File: config.mk
export PLATFORM = sky130hd
export DESIGN_NAME = fetch_queue
export DESIGN_NICKNAME = d
export VERILOG_FILES = /design/src/rtl/fetch_queue.sv
export SDC_FILE = /design/constraint.sdc
export NUM_CORES = 1
export LEC_CHECK = 0
export CAP_MARGIN = 15
export CORE_MARGIN = 2
export CORE_UTILIZATION = 60
export CTS_CLUSTER_SIZE = 14
export DETAILED_ROUTE_END_ITERATION = 7
export PLACE_DENSITY = 0.85
export REMOVE_ABC_BUFFERS = 1
export SYNTH_ARGS = -nofsm -noshare
export SYNTH_HDL_FRONTEND = slang
export SYNTH_SLANG_ARGS = --single-unit
File: constraint.sdc
create_clock -name clk -period 10.54 [get_ports clk]
set_input_delay 1.581 -clock clk [delete_from_list [all_inputs] [get_ports clk]]
set_output_delay 1.581 -clock clk [all_outputs]
set_load 0.01 [all_outputs]
File: src/rtl/fetch_queue.sv
`default_nettype none
// ============================================================================
//  Module   : fetch_queue
//  Purpose  : Instruction-fetch front end. Generates sequential fetch
//             addresses, drives a synchronous (one-cycle latency) instruction
//             SRAM, and buffers returned {instr, pc} pairs in a DEPTH-entry
//             circular queue that decode pops from. Absorbs decode stalls
//             without refetching and flushes stale work on a redirect.
//  Revision : 1.0 - initial release
// ============================================================================
module fetch_queue #(
    parameter int               WIDTH    = 32,
    parameter int               DEPTH    = 4,
    parameter logic [WIDTH-1:0] RESET_PC = 32'hBFC0_0000,
    parameter int               PC_STEP  = 4
) (
    input  logic                       clk,
    input  logic                       rst,             // async, active-low
    output logic                       inst_sram_en,
    output logic [WIDTH-1:0]           inst_sram_addr,
    input  logic [WIDTH-1:0]           inst_sram_rdata,
    input  logic                       redirect_valid,
    input  logic [WIDTH-1:0]           redirect_pc,
    input  logic                       deq_ready,
    output logic                       deq_valid,
    output logic [WIDTH-1:0]           deq_instr,
    output logic [WIDTH-1:0]           deq_pc,
    output logic [$clog2(DEPTH+1)-1:0] count
);

    // ------------------------------------------------------------------------
    // Derived constants
    // ------------------------------------------------------------------------
    localparam int               c_PW        = (DEPTH > 1) ? $clog2(DEPTH) : 1;
    localparam int               c_CW        = $clog2(DEPTH + 1);
    localparam int               c_CWX       = c_CW + 1;
    localparam logic [c_CWX-1:0] c_DEPTH_EXT = c_CWX'(DEPTH);
    localparam logic [WIDTH-1:0] c_STEP      = WIDTH'(PC_STEP);

    // ------------------------------------------------------------------------
    // State
    // ------------------------------------------------------------------------
    // Fetch side: next address to request and the single request in flight.
    logic [WIDTH-1:0] fpc_q,      fpc_d;
    logic             req_v_q,    req_v_d;
    logic [WIDTH-1:0] req_pc_q,   req_pc_d;
    logic             req_kill_q, req_kill_d;

    // Queue side: pointers wrap naturally because DEPTH is a power of two.
    logic [c_PW-1:0]  wr_ptr_q,   wr_ptr_d;
    logic [c_PW-1:0]  rd_ptr_q,   rd_ptr_d;
    logic [c_CW-1:0]  count_q,    count_d;

    // Entry storage carries no reset; count_q alone defines validity.
    logic [WIDTH-1:0] instr_mem_q [DEPTH];
    logic [WIDTH-1:0] pc_mem_q    [DEPTH];

    // ------------------------------------------------------------------------
    // Control decode
    // ------------------------------------------------------------------------
    logic [c_CWX-1:0] w_occupancy;   // queued entries plus the one in flight
    logic             w_issue;
    logic             w_capture;
    logic             w_fire;

    // Reserve a slot for the outstanding request so the returning data always
    // has a home; only registered state feeds this, keeping deq_ready off the
    // SRAM enable path.
    assign w_occupancy = {1'b0, count_q} + {{c_CW{1'b0}}, req_v_q};
    assign w_issue     = rst & ~redirect_valid & (w_occupancy < c_DEPTH_EXT);

    // Data returned in a redirect cycle belongs to the old path and is dropped.
    assign w_capture   = req_v_q & ~req_kill_q & ~redirect_valid;

    assign deq_valid   = (count_q != '0);
    assign w_fire      = deq_valid & deq_ready;

    // ------------------------------------------------------------------------
    // Outputs
    // ------------------------------------------------------------------------
    assign inst_sram_en   = w_issue;
    assign inst_sram_addr = fpc_q;
    assign deq_instr      = deq_valid ? instr_mem_q[rd_ptr_q] : '0;
    assign deq_pc         = deq_valid ? pc_mem_q[rd_ptr_q]    : '0;
    assign count          = count_q;

    // Next-state for the fetch address and the in-flight request tracker.
    always_comb begin
        fpc_d      = fpc_q;
        req_v_d    = 1'b0;
        req_pc_d   = req_pc_q;
        req_kill_d = req_kill_q;
        if (redirect_valid) begin
            // Restart fetch at the target; anything outstanding is stale.
            fpc_d      = redirect_pc;
            req_kill_d = 1'b1;
        end else if (w_issue) begin
            fpc_d      = fpc_q + c_STEP;
            req_v_d    = 1'b1;
            req_pc_d   = fpc_q;
            req_kill_d = 1'b0;
        end
    end

    // Next-state for queue pointers and occupancy.
    always_comb begin
        wr_ptr_d = wr_ptr_q + c_PW'(w_capture);
        rd_ptr_d = rd_ptr_q + c_PW'(w_fire);
        count_d  = count_q + c_CW'(w_capture) - c_CW'(w_fire);
        if (redirect_valid) begin
            // A firing head is simply consumed; everything behind it is
            // discarded by collapsing the read pointer onto the write pointer.
            rd_ptr_d = wr_ptr_q;
            count_d  = '0;
        end
    end

    // Control registers with asynchronous active-low reset.
    always_ff @(posedge clk or negedge rst) begin
        if (!rst) begin
            fpc_q      <= RESET_PC;
            req_v_q    <= 1'b0;
            req_pc_q   <= '0;
            req_kill_q <= 1'b0;
            wr_ptr_q   <= '0;
            rd_ptr_q   <= '0;
            count_q    <= '0;
        end else begin
            fpc_q      <= fpc_d;
            req_v_q    <= req_v_d;
            req_pc_q   <= req_pc_d;
            req_kill_q <= req_kill_d;
            wr_ptr_q   <= wr_ptr_d;
            rd_ptr_q   <= rd_ptr_d;
            count_q    <= count_d;
        end
    end

    // Entry write: store returned instruction alongside the PC that fetched it.
    always_ff @(posedge clk) begin
        if (w_capture) begin
            instr_mem_q[wr_ptr_q] <= inst_sram_rdata;
            pc_mem_q[wr_ptr_q]    <= req_pc_q;
        end
    end

endmodule
`default_nettype wire

==> flow_summary.toml, run 1 <==
[worst_setup_path]
crit_start = "rst"
worstSetupPathType = "input pin to output port"
r2r-start = "req_v_q"
crit_end = "inst_sram_en"
regToRegEndpoint = "instr_mem_q[0][20]"
rrSetupSlack_ns = 7.52
worstPathMaxFanout = 77
endpoint_kind = "output port"
crit_arrival_ns = 4.32
cp_data_required_time_ns = 8.96
startpoint_type = "input pin"
r2r_cells = 3

[grt]
grt_max_degree = 78
antenna_found_initial = 0
grt_use_total = 0.234
grt_pass1_vias = 7770
grt_first_pass_wirelength_um = 43300
overflow = 0

[pwr]
power_leakage_nw = 5.44
power_frac_comb = 0.289
p_sw_frac = 0.279
switching_power_mw = 1.10
vdd_drop_max_v = 0.000155
p_int_mw = 2.84
finalPower_mw = 3.94
seqPwrFrac = 0.442
power_density_nw_per_um2 = 241
power_frac_clock = 0.269

[sta]
fmax_mhz = 170
maxSlewViolCount = 0
whs_ns = 0.504
rsz0062_at_grt = "false"
finalClockSkew_ns = 0.0209
worst_pin_slew_ns = 1.03
period_needed_ns = 5.90
tns_ns = 0
relSlewSlack = 0.311
period_share = 0.559
setup_violations = 0
finalHoldViolCount = 0

[logic_synthesis]
syn_inst = 777
synth_edf_count = 256
synth_warnings = 0
synthesis.area_sq_um = 13400
yosysSeqAreaShare = 0.710
synth.avg_cell_area_sq_um = 17.3
synth_cell_type_count = 52
async_flop_share = 0.222
synth-seq-cells = 329
synthFlopType = "edfxtp_1"

[place]
gp_congestion = 0.909
portBuffers = 168
postPlaceCellArea_sq_um = 15400
hpwl_um = 16400

[clocking]
postCtsSetupBuffers = 0
cts.clk_slew.worst_paths_ns = 0.06
cts_buffers = 31
tritoncts = "built"
ctsHoldBuffers = 0
cts-root-buf = "clkbuf_16"
cts.repair.resized = 0
clock_sinks = 329
clock_latency_ns = 0.54
cts_buffer_depth = 3
h-tree-depth = 1

[detailed_routing]
drt-pass1-iter-count = 5
routedWlPerCell_um = 21.9
antenna_left = 0
vias = 7694
drc = 0
totalWireLength_um = 27400
viasPerCell = 6.17
drtIter0Drc = 601

[cells_and_area]
n_antenna_cell = 0
fin_nets = 1017
regArea_sq_um = 9530
post-route-util = 0.747
area_delta_synth_final_pct = 21.9
fillers = 1316
fin_area_sq_um = 16400
drive_gt1_frac = 0.176
multi_input_area_sq_um = 3700

[floorplanning]
die_w_um = 154
num_rows = 54
io_pins = 169
core_area_sq_um = 21900
die_area_sq_um = 23600
die_h_um = 154
initial_utilization = 0.613

[job]
maxCapViolCount = 0

[run_status]
status = "finished clean"

[hold_path]
hp-class = "flip-flop to flip-flop"
==> cells in the mapped netlist (all sizes together), types with 2 or more instances <==
| library cell | n | area share |
|---|---|---|
| dfrtp | 64 | 0.12 |
| xor2 | 3 | 0.0020 |
| o21a | 3 | 0.0017 |
| mux2 | 34 | 0.029 |
| nand3 | 20 | 0.0075 |
| or3 | 7 | 0.0033 |
| a31o | 6 | 0.0039 |
| buf | 18 | 0.0060 |
| a31oi | 20 | 0.0093 |
| mux4 | 64 | 0.11 |
| nor4 | 8 | 0.0037 |
| or4b | 2 | 0.0015 |
| clkbuf | 24 | 0.0068 |
| nor3 | 5 | 0.0022 |
| and2 | 65 | 0.030 |
| edfxtp | 256 | 0.57 |
| nor2b | 8 | 0.0037 |
| o31ai | 8 | 0.0045 |
| o211ai | 3 | 0.0017 |
| nand4 | 24 | 0.012 |
| ha | 4 | 0.0037 |
| inv | 12 | 0.0034 |
| a22o | 2 | 0.0013 |
| a22oi | 2 | 0.0011 |
| dfstp | 9 | 0.018 |
| o41ai | 4 | 0.0026 |
| nor2 | 30 | 0.0084 |
| a221oi | 3 | 0.0020 |
| nor3b | 2 | 0.0011 |
| and4 | 3 | 0.0020 |
| nand2 | 22 | 0.0062 |
| o21ai | 11 | 0.0041 |
| or4 | 12 | 0.0067 |
| xnor2 | 3 | 0.0020 |
| and3 | 4 | 0.0019 |
==> critical path, cell delays in order <==
cell and delay, ns:
buf_4 0.69, and4_1 0.34, a22oi_1 0.14, nor2_4 0.80, clkdlybuf4s50_1 0.70
==> cell type report <==
type	instances	area share
Clock buffer	48	0.0563
Clock inverter	9	0.00413
Inverter	13	0.00298
Multi-Input combinational cell	393	0.226
Sequential cell	329	0.583
Tap cell	280	0.0214
Timing Repair Buffer	176	0.106
==> placed cells by master (no fill, tap or decap), drive strengths merged, types with 7 or more instances in the layout <==
cell type	Yosys	final
clkinv	1	9
dfstp	9	9
a31oi	20	20
o21ai	11	11
or3	7	7
or4	12	12
o31ai	8	8
nand3	20	20
clkdlybuf4s50	0	167
nand4	24	24
inv	12	12
and2	65	65
nor4	8	8
mux4	64	64
edfxtp	256	256
nor2b	8	8
clkbuf	24	48
mux2	34	34
nand2	22	22
nor2	30	30
dfrtp	64	64
buf	18	9
==> sequential cells by signal (all words and copies together), names as in the netlist <==
| signal | count |
|---|---|
| rd_ptr_q | 2 |
| inst_sram_addr | 32 |
| req_kill_q | 1 |
| pc_mem_q | 128 |
| instr_mem_q | 128 |
| req_pc_q | 32 |
| wr_ptr_q | 2 |
| count | 3 |
| req_v_q | 1 |
==> worst min-delay path by stage <==
stage | start | to | slack [ns] | cells past startpoint
floorplan | req_kill_q | req_kill_q | 0.45 | 2
global placement | req_kill_q | req_kill_q | 0.46 | 2
detailed placement | req_kill_q | req_kill_q | 0.48 | 2
CTS | req_kill_q | req_kill_q | 0.50 | 2
global route | req_kill_q | req_kill_q | 0.53 | 2
finish | req_kill_q | req_kill_q | 0.50 | 2
==> logic make-up after synthesis <==
logic type,Yosys count,share of synthesized area
flip-flops,329,0.710
buffers and inverters,55,0.0164
adder cells (fa/ha/maj),5,0.00522
XOR/XNOR,6,0.00392
multiplexers,99,0.137
AND/OR/NAND/NOR,216,0.0924
AO/OA/AOI/OAI,67,0.0351
==> power groups by stage <==
stage	sequential [mW]	combinational, mW	clock (mW)
6_report	1.74	1.14	1.06
2_1_floorplan	1.73	0.600	0
3_3_place_gp	1.75	1.13	0
5_1_grt	1.76	1.22	1.13
4_1_cts	1.74	1.15	1.08
3_5_place_dp	1.77	1.15	0
==> metrics by stage <==
step                      instances  setup WS [ns]
final                          1248           4.64
after detailed placement       1191           4.60
after floorplan                 735           3.09
after global routing           1248           4.34
after global placement         1191           4.65
after CTS                      1248           4.59
==> metal layers <==
| metal | part of all wire | vias up | track usage | routed length, um |
|---|---|---|---|---|
| met5 | 0 | - | 0 | 0 |
| met4 | 0.018 | 0 | 0.0555 | 481 |
| met2 | 0.48 | 358 | 0.374 | 13100 |
| met3 | 0.079 | 40 | 0.0375 | 2150 |
| met1 | 0.42 | 3864 | 0.349 | 11600 |
| li1 | - | 3432 | - | - |
No activity file was read; power rests on OpenSTA's default activity.
==> run 2, diff against run 1 <==
--- a/config.mk
+++ b/config.mk
@@ -7,10 +7,10 @@
 export LEC_CHECK = 0
 export CAP_MARGIN = 15
 export CORE_MARGIN = 2
-export CORE_UTILIZATION = 60
+export CORE_UTILIZATION = 55
 export CTS_CLUSTER_SIZE = 14
 export DETAILED_ROUTE_END_ITERATION = 7
-export PLACE_DENSITY = 0.85
+export PLACE_DENSITY = 0.79
 export REMOVE_ABC_BUFFERS = 1
 export SYNTH_ARGS = -nofsm -noshare
 export SYNTH_HDL_FRONTEND = slang
==> constraint.sdc (replaced) <==
create_clock -name clk -period 5.5 [get_ports clk]
set_input_delay 0.825 -clock clk [delete_from_list [all_inputs] [get_ports clk]]
set_output_delay 0.825 -clock clk [all_outputs]
set_load 0.01 [all_outputs]
==> flow_summary.toml, run 2 (synthesis gave the netlist of run 1 again) <==
[floorplanning]
core_area_sq_um = 24100
num_rows = 57
die_h_um = 160
die_w_um = 160
initial_utilization = 0.556
die_area_sq_um = 25700
io_pins = 169

[sta]
setup_violations = 0
period_share = 0.748
worst_pin_slew_ns = 1.10
fmax_mhz = 243
tns_ns = 0
finalClockSkew_ns = 0.0161
rsz0062_at_grt = "false"
finalHoldViolCount = 0
maxSlewViolCount = 0
period_needed_ns = 4.11
relSlewSlack = 0.265

[job]
maxCapViolCount = 0

[place]
gp_congestion = 0.882
portBuffers = 168
hpwl_um = 17200

[run_status]
status = "finished clean"

[cells_and_area]
drive_gt1_frac = 0.169
reg_top3 = "instr_mem_q (128), pc_mem_q (128)"
n_antenna_cell = 0
fillers = 1652
area_delta_synth_final_pct = 22.1
layout_commonest_cell = "edfxtp_1"
post-route-util = 0.679
fin_nets = 1018
layout_common_cells = "256 x edfxtp_1, 167 x clkdlybuf4s50_1, 65 x and2_1"

[grt]
antenna_found_initial = 0
grt_first_pass_wirelength_um = 44300
grt_use_total = 0.220
overflow = 0
grt_pass1_vias = 7877
grt_max_degree = 68

[detailed_routing]
routedWlPerCell_um = 21.7
drt-pass1-iter-count = 5
drc = 0
antenna_left = 0
drtIter0Drc = 562
viasPerCell = 5.97
vias = 7722
totalWireLength_um = 28000

[clocking]
h-tree-depth = 1
cts.clk_slew.worst_paths_ns = 0.06
cts-root-buf = "clkbuf_16"
clock_latency_ns = 0.54
postCtsSetupBuffers = 0
cts.repair.resized = 0
tritoncts = "built"
ctsHoldBuffers = 0
cts_buffers = 31
clock_sinks = 329
cts_buffer_depth = 3

[pwr]
power_leakage_nw = 5.41
power_density_nw_per_um2 = 456
vdd_drop_max_v = 0.000304

[worst_setup_path]
worstPathMaxFanout = 41
worstSetupPathType = "flip-flop to output port"
endpoint_kind = "output port"
startpoint_type = "flip-flop"
crit_arrival_ns = 3.29
cp_data_required_time_ns = 4.68

[hold_path]
hp-class = "input pin to async pin"
[run 2: cell types whose count changed in the layout (fill, tap and decap cells not counted)]
cell / delta
clkinv_2: -5
clkbuf_8: -3
buf_4: +1
clkbuf_16: -1
clkbuf_1: +1
clkinv_4: +1
clkinvlp_4: +1
clkinv_1: +6
[run 2: worst max-delay path, cell delays in order, from the launching register on]
cell	delay (ns)
dfrtp_4	0.97
buf_4	0.56
mux4_2	0.57
and2_1	0.17
clkdlybuf4s50_1	0.48
[run 2: area by class of cell]
| cell class | instances | area (sq um) | share of cell area |
|---|---|---|---|
| flip-flops and latches | 329 | 9530 | 0.582 |
| inverters | 13 | 48.8 | 0.00298 |
| clock inverters | 12 | 81.3 | 0.00497 |
| multi-input cells | 393 | 3700 | 0.226 |
| well taps | 324 | 405 | 0.0248 |
| repair buffers | 177 | 1750 | 0.107 |
| clock buffers | 45 | 858 | 0.0524 |
[run 2: report_power, final]
part	total, mW	switching (mW)	internal, mW	leakage (nW)
combinational	2.13	0.853	1.27	1.84
sequential	3.36	0.386	2.97	3.12
clock	1.98	0.854	1.12	0.451
[run 2: per-layer routing]
metal | GRT usage | vias up | part of all wire
met4 | 0.0426 | 0 | 0.015
met2 | 0.355 | 348 | 0.48
met5 | 0 | - | 0
met3 | 0.0338 | 35 | 0.076
met1 | 0.327 | 3918 | 0.43
li1 | - | 3421 | -
[run 2: final timing paths]
path	depth (start not counted)	endpoint	startpoint	slack, ns
min reg2reg	2	req_kill_q	req_kill_q	0.49
max in group asynchronous	2	rd_ptr_q[1]	rst	4.22
min in group clk	2	req_kill_q	req_kill_q	0.49
max reg2reg	8	count[2]	count[1]	2.62
max	4	deq_instr[13]	rd_ptr_q[0]	1.39
min	1	count[2]	rst	0.17
[run 2: metrics by stage]
step	setup WS [ns]	instance area, sq um	cells	power, mW	hold WS [ns]
finish	1.39	16400	1293	7.46	0.167
global route	1.13	16400	1293	7.80	0.162
CTS	1.29	16400	1293	7.53	0.157
detailed placement	1.86	15400	1236	5.56	0.470
global placement	1.91	15400	1236	5.51	0.467
floorplan	-1.19	13200	735	4.47	0.448
